File: src/rtl/trig_pkg.sv
// rtl/trig_pkg.sv - trigger link state encoding and default timing constants
package trig_pkg;

  typedef enum logic [1:0] {
    ST_IDLE   = 2'd0,
    ST_DELAY  = 2'd1,
    ST_ACKING = 2'd2,
    ST_HOLD   = 2'd3
  } trig_state_e;

  localparam int unsigned DEF_ACK_WIDTH = 4;
  localparam int unsigned DEF_HOLDOFF   = 16;
  localparam int unsigned DEF_CNT_W     = 16;

  // Down-counter must hold the 8-bit delay as well as either load constant.
  function automatic int cnt_width(input int unsigned ack_width, input int unsigned holdoff);
    int w;
    w = 8;
    if (int'($clog2(ack_width)) > w) w = int'($clog2(ack_width));
    if (int'($clog2(holdoff)) > w) w = int'($clog2(holdoff));
    return w;
  endfunction

endpackage

File: src/rtl/trig_responder_sync_rise.sv
// rtl/trig_responder_sync_rise.sv - three-flop synchronizer with rising-edge detect
module sync_rise (
  input  logic clk,
  input  logic resetn,
  input  logic din,
  output logic rise
);

  logic s1, s2, s3;

  // Reset to ones so a level already high at release is not seen as an edge.
  always_ff @(posedge clk) begin
    if (!resetn) begin
      s1 <= 1'b1;
      s2 <= 1'b1;
      s3 <= 1'b1;
    end else begin
      s1 <= din;
      s2 <= s1;
      s3 <= s2;
    end
  end

  assign rise = s2 & ~s3;

endmodule

File: src/rtl/trig_responder.sv
// rtl/trig_responder.sv - trigger endpoint: delayed fixed-width ACK, holdoff, event/missed counters
module trig_responder
  import trig_pkg::*;
#(
  parameter int unsigned ACK_WIDTH = DEF_ACK_WIDTH,
  parameter int unsigned HOLDOFF   = DEF_HOLDOFF,
  parameter int unsigned CNT_W     = DEF_CNT_W
) (
  input  logic             CLK_80MHZ,
  input  logic             RST,
  input  logic             TRG,
  input  logic             EN,
  input  logic [7:0]       ACK_DELAY,
  input  logic             CLR_COUNTS,
  output logic             ACK,
  output logic             BUSY,
  output logic [CNT_W-1:0] EVENT_COUNT,
  output logic [CNT_W-1:0] MISSED_COUNT
);

  localparam int CW = cnt_width(ACK_WIDTH, HOLDOFF);
  localparam logic [CW-1:0] CNT_ONE   = CW'(1);
  localparam logic [CW-1:0] ACK_LOAD  = CW'(ACK_WIDTH - 1);
  localparam bit            NO_HOLD   = (HOLDOFF == 0);
  localparam logic [CW-1:0] HOLD_LOAD = NO_HOLD ? '0 : CW'(HOLDOFF - 1);
  localparam logic [CNT_W-1:0] STAT_ONE = CNT_W'(1);

  trig_state_e   state_q, state_d;
  logic [CW-1:0] cnt_q, cnt_d;
  logic          rise;
  logic          accept;
  logic          miss;

  sync_rise u_sync (
    .clk    (CLK_80MHZ),
    .resetn (RST),
    .din    (TRG),
    .rise   (rise)
  );

  always_comb begin
    state_d = state_q;
    cnt_d   = cnt_q;
    accept  = 1'b0;
    miss    = 1'b0;
    case (state_q)
      ST_IDLE: begin
        if (rise && EN) begin
          accept = 1'b1;
          if (ACK_DELAY == 8'd0) begin
            state_d = ST_ACKING;
            cnt_d   = ACK_LOAD;
          end else begin
            state_d = ST_DELAY;
            cnt_d   = CW'(ACK_DELAY - 8'd1);
          end
        end
      end
      ST_DELAY: begin
        miss = rise;
        if (cnt_q == '0) begin
          state_d = ST_ACKING;
          cnt_d   = ACK_LOAD;
        end else begin
          cnt_d = cnt_q - CNT_ONE;
        end
      end
      ST_ACKING: begin
        miss = rise;
        if (cnt_q == '0) begin
          if (NO_HOLD) begin
            state_d = ST_IDLE;
            cnt_d   = '0;
          end else begin
            state_d = ST_HOLD;
            cnt_d   = HOLD_LOAD;
          end
        end else begin
          cnt_d = cnt_q - CNT_ONE;
        end
      end
      ST_HOLD: begin
        miss = rise;
        if (cnt_q == '0) begin
          state_d = ST_IDLE;
        end else begin
          cnt_d = cnt_q - CNT_ONE;
        end
      end
      default: begin
        state_d = ST_IDLE;
        cnt_d   = '0;
      end
    endcase
  end

  // ACK and BUSY are registered from the next state so they line up with it.
  always_ff @(posedge CLK_80MHZ) begin
    if (!RST) begin
      state_q <= ST_IDLE;
      cnt_q   <= '0;
      ACK     <= 1'b0;
      BUSY    <= 1'b0;
    end else begin
      state_q <= state_d;
      cnt_q   <= cnt_d;
      ACK     <= (state_d == ST_ACKING);
      BUSY    <= (state_d != ST_IDLE);
    end
  end

  // Clear wins over a same-cycle increment; missed count sticks at all-ones.
  always_ff @(posedge CLK_80MHZ) begin
    if (!RST || CLR_COUNTS) begin
      EVENT_COUNT  <= '0;
      MISSED_COUNT <= '0;
    end else begin
      if (accept) EVENT_COUNT <= EVENT_COUNT + STAT_ONE;
      if (miss && (MISSED_COUNT != '1)) MISSED_COUNT <= MISSED_COUNT + STAT_ONE;
    end
  end

endmodule

File: config.mk
export PLATFORM = sky130hd
export DESIGN_NAME = trig_responder
export DESIGN_NICKNAME = d
export VERILOG_FILES = /design/src/rtl/trig_pkg.sv /design/src/rtl/trig_responder_sync_rise.sv /design/src/rtl/trig_responder.sv
export SDC_FILE = /design/constraint.sdc
export NUM_CORES = 1
export LEC_CHECK = 0
export CORE_MARGIN = 3
export CORE_UTILIZATION = 52
export DETAILED_ROUTE_END_ITERATION = 8
export PLACE_DENSITY = 0.79
export SLEW_MARGIN = 25
export SYNTH_ARGS = -nofsm -noshare
export SYNTH_HDL_FRONTEND = slang
export SYNTH_SLANG_ARGS = --single-unit
File: constraint.sdc
create_clock -name CLK_80MHZ -period 2.56 [get_ports CLK_80MHZ]
set_input_delay 0.64 -clock CLK_80MHZ [delete_from_list [all_inputs] [get_ports CLK_80MHZ]]
set_output_delay 0.64 -clock CLK_80MHZ [all_outputs]
set_load 0.01 [all_outputs]
==> results.txt <==
The async set-or-reset flop fraction in the synthesized netlist came out at 0%. The number of nets with antenna violations after routing is 0. The cell area power density came out at 486.0 nW/um2.

The number of antenna violations at the first check in global routing came out at 0. Wires add up to 6.190 mm. The synthesized net count came out at 324.

From bottom edge to top edge, the die measures approximately 76 um. The number of cells produced by synthesis is a little over 300. The post-synthesis sequential element count came out at 47.

In the final design database the tool counted 379 nets. The maximum operating frequency came out at 442.1 MHz. The number of buffers inserted by port buffering is 46. After clock tree synthesis, the repair step resized 0 gates. The routed length on met3 came out at roughly 380 um. Dividing the detail-routed wire length by the instance count gives 14.50 um. The total setup buffers inserted after CTS is 0. Across the VDD grid, the largest voltage drop is 0.3150 mV. The number of global-route vias before repair was 2393. Setup repair after global routing left no endpoint under its margin. The residual DRC count is 0.

The highest layer used for signal routing is met4. The type of the worst min-delay path is reg -> reg. Of the synthesized area, sequential elements account for 36.72%.

The row count is 24. The final weighted congestion in routability-driven placement is 0.9256. The overall die area is 5806 um2. The post-cts hold buffer count came out at 0. The standard cell with the maximum stage delay on the critical path is sky130_fd_sc_hd__nor3b_1. The number of hold violations in the final report is 0.

After clock tree synthesis, the clock-pin slew on the worst setup and hold paths is 90 ps. Setup violations remaining at the end of the flow were counted as 0. For this run the aggregate overflow at the end of global routing stands at 0.

The clock skew after layout came out at 4.438 ps. The number of clock sinks seen by CTS is 47. The relative area change from synthesis to final layout came out at 26.37%.

The total standard cell area after synthesis came out at 2562 um2. By area the synthesized netlist is led by sky130_fd_sc_hd__dfxtp_1, sky130_fd_sc_hd__xnor2_1, sky130_fd_sc_hd__nor2_1, sky130_fd_sc_hd__nand2_1, sky130_fd_sc_hd__nand3_1. The biggest fanout along the worst timing path came out at 5. The sum of routed wire segments on met1 is ~2.7 mm.

The final worst hold slack is 433.5 ps. Among all flip-flop cells after synthesis, the most frequent one is sky130_fd_sc_hd__dfxtp_1. The pin count of the biggest net entering global routing came out at 33. sky130_fd_sc_hd__dfxtp_1 takes more of the synthesized area than any other cell.

The tree is rooted in a sky130_fd_sc_hd__clkbuf_8. Clock tree synthesis inserted a total of 5 buffers. The first-pass GRT wire length is 10.85 mm. The critical path goes through clkdlybuf4s50_1, inv_1, ha_1, nor3b_1, nand2_1, a22o_1, a311oi_1. The worst path in the final design needs a cycle of 2262 ps, including I/O delays and setup.

The number of detailed-route iterations in the first pass is 4. The max-capacitance violation count came out at 0. The leakage power figure came out at 1.087 nW. STA classifies the critical path endpoint as a register.

The detailed router finished its first iteration with 173 violations. Global routing used 22.18% of the available tracks across all layers. The H-tree level count came out at 2.

The peak per-stage delay on the critical path came out at 460 ps. After legalization and detailed placement, the total HPWL measured 4.617 mm. The kind of critical path is in -> reg. The number of max-slew violations in the final report came out at 0. The overall power after layout came out at roughly 1.6 mW.

The post-synthesis average cell area came out at 8.374 um2. The category of the worst setup path launch point is an input pin. Counting distinct cell types in the post-synthesis netlist gives 54. The flow ran to the end, and the final reports show no timing, DRC or antenna violations. The required time reported for the critical path endpoint came out at 2780 ps.

TritonCTS built the clock tree. Once the floorplan was initialized, standard cells occupied between 50% and 60% of the core. Summed over all nets, wire length on met2 after detailed routing comes to 2.953 mm. In this run the deepest clock path goes through 2 buffers. Data on the critical path arrives at its endpoint at between 2000 and 2500 ps. The number of warning messages in the yosys log came out at 0. After layout, the worst path uses 88.37% of the clock period. 47 I/O pins were placed. Yosys mapped a number of flops with a built-in enable equal to 0. Detailed routing inserted a total of 2464 vias. The share of final-layout standard cells stronger than drive strength 1 came out at 9.945%.

The clock network latency to the later pin of the worst-skew pair is 310 ps. The horizontal extent of the die is 76.20 um. The detail-routed via count per cell came out at 5.770. Headroom to the max-slew limit came out at between 60% and 70%. The share of the synthesized area in the top cell type is 36.72%. The core area is roughly 4600 um2. The diode insertion count for antenna repair is 0. The utilization of the core after routing is between 70% and 80%. The slew at the pin closest to its max-slew limit came out at 574.1 ps.
## stage by stage
stage               cells  setup WS [ps]  setup TNS, ps  instance area, um2
finish                427          297.8              0                3238
global route          427          70.51              0                3238
CTS                   427          318.4              0                3238
detailed placement    419         -3.619         -6.666                3117
global placement      419          95.94              0                3117
floorplan             306          599.1              0                2562
## power by group
group          switching (mW)  internal (mW)
clock network           0.264          0.321
logic                   0.124          0.103
registers              0.0174          0.744
total                   0.405           1.17
## Yosys cell counts, types with 4 or more instances
library cell,instances
sky130_fd_sc_hd__nor4_1,8
sky130_fd_sc_hd__nor4b_1,4
sky130_fd_sc_hd__nand4_1,9
sky130_fd_sc_hd__nor3b_1,4
sky130_fd_sc_hd__inv_1,11
sky130_fd_sc_hd__o21ai_0,10
sky130_fd_sc_hd__or3_1,6
sky130_fd_sc_hd__nor2_1,42
sky130_fd_sc_hd__buf_6,5
sky130_fd_sc_hd__nor3_1,11
sky130_fd_sc_hd__a21oi_1,12
sky130_fd_sc_hd__and3_1,4
sky130_fd_sc_hd__xor2_1,7
sky130_fd_sc_hd__nand2b_1,6
sky130_fd_sc_hd__nand2_1,23
sky130_fd_sc_hd__xnor2_1,22
sky130_fd_sc_hd__a211oi_1,6
sky130_fd_sc_hd__nand3_1,14
sky130_fd_sc_hd__clkbuf_1,4
sky130_fd_sc_hd__dfxtp_1,47
sky130_fd_sc_hd__ha_1,5
## cell type report
| cell class | count | area (um2) |
|---|---|---|
| clock buffers | 6 | 82.58 |
| clock inverters | 2 | 38.79 |
| fillers | 406 | 1326 |
| inverters | 11 | 41.29 |
| multi-input cells | 236 | 1488 |
| flip-flops and latches | 47 | 940.9 |
| well taps | 65 | 81.33 |
| repair buffers | 60 | 565.5 |
## sequential cells by signal, indices dropped and copies added (netlist names)
signal and count:
u_sync.s3 1, BUSY 1, u_sync.s1 1, MISSED_COUNT 16, u_sync.s2 1, state_q 2, ACK 1, cnt_q 8
EVENT_COUNT 16
## kinds of logic (layout without fill, tap and decap cells)
family / Yosys count / after routing / synth area share [%]
flip-flops: 47 / 47 / 36.72
adder cells (fa/ha/maj): 6 / 6 / 2.881
buffers and inverters: 23 / 79 / 5.224
multiplexers: 6 / 6 / 2.490
AND/OR/NAND/NOR: 149 / 149 / 30.47
XOR/XNOR: 29 / 29 / 9.912
AO/OA/AOI/OAI: 46 / 46 / 12.31
## final timing paths
path	from	to	slack, ps	cells past startpoint
hold / removal	u_sync.s1$_SDFF_PN1_	u_sync.s2$_SDFF_PN1_	430	1
setup / recovery	ACK_DELAY[1]	ACK$_SDFF_PN0_	300	7
setup reg to reg	cnt_q[0]$_SDFFE_PN0P_	cnt_q[0]$_SDFFE_PN0P_	330	8
hold reg to reg	u_sync.s1$_SDFF_PN1_	u_sync.s2$_SDFF_PN1_	430	1
## layout by cell type (no fill, tap or decap), drive strengths merged, types with 2 or more instances in the layout
cell type      count
nor4b              4
o22ai              2
or3                7
a21oi             12
a311oi             2
a2111oi            2
ha                 5
clkbuf             6
mux2               3
o21ai             11
buf               14
mux2i              3
nand2             23
xnor2             22
nor3              11
nor3b              4
and3               4
or4                4
or2                3
a32oi              2
inv               12
clkdlybuf4s50     46
nand4b             2
xor2               7
and2               3
nand4             10
nand3             14
nor4               8
nor2              42
a211oi             6
nand2b             6
dfxtp             47
## layer usage
metal	vias to the layer above	GRT usage [%]
li1	1213	-
met1	1147	28.08
met5	-	0
met3	15	4.137
met2	89	36.99
met4	0	9.058
## worst max-delay path: cells and delay by family
kind	cells	cell delay, ps
AO/OA/AOI/OAI	2	460
adder cells (fa/ha/maj)	1	170
buffers and inverters	2	550
AND/OR/NAND/NOR	2	650
Note: power is estimated with default switching activity, not from simulation.
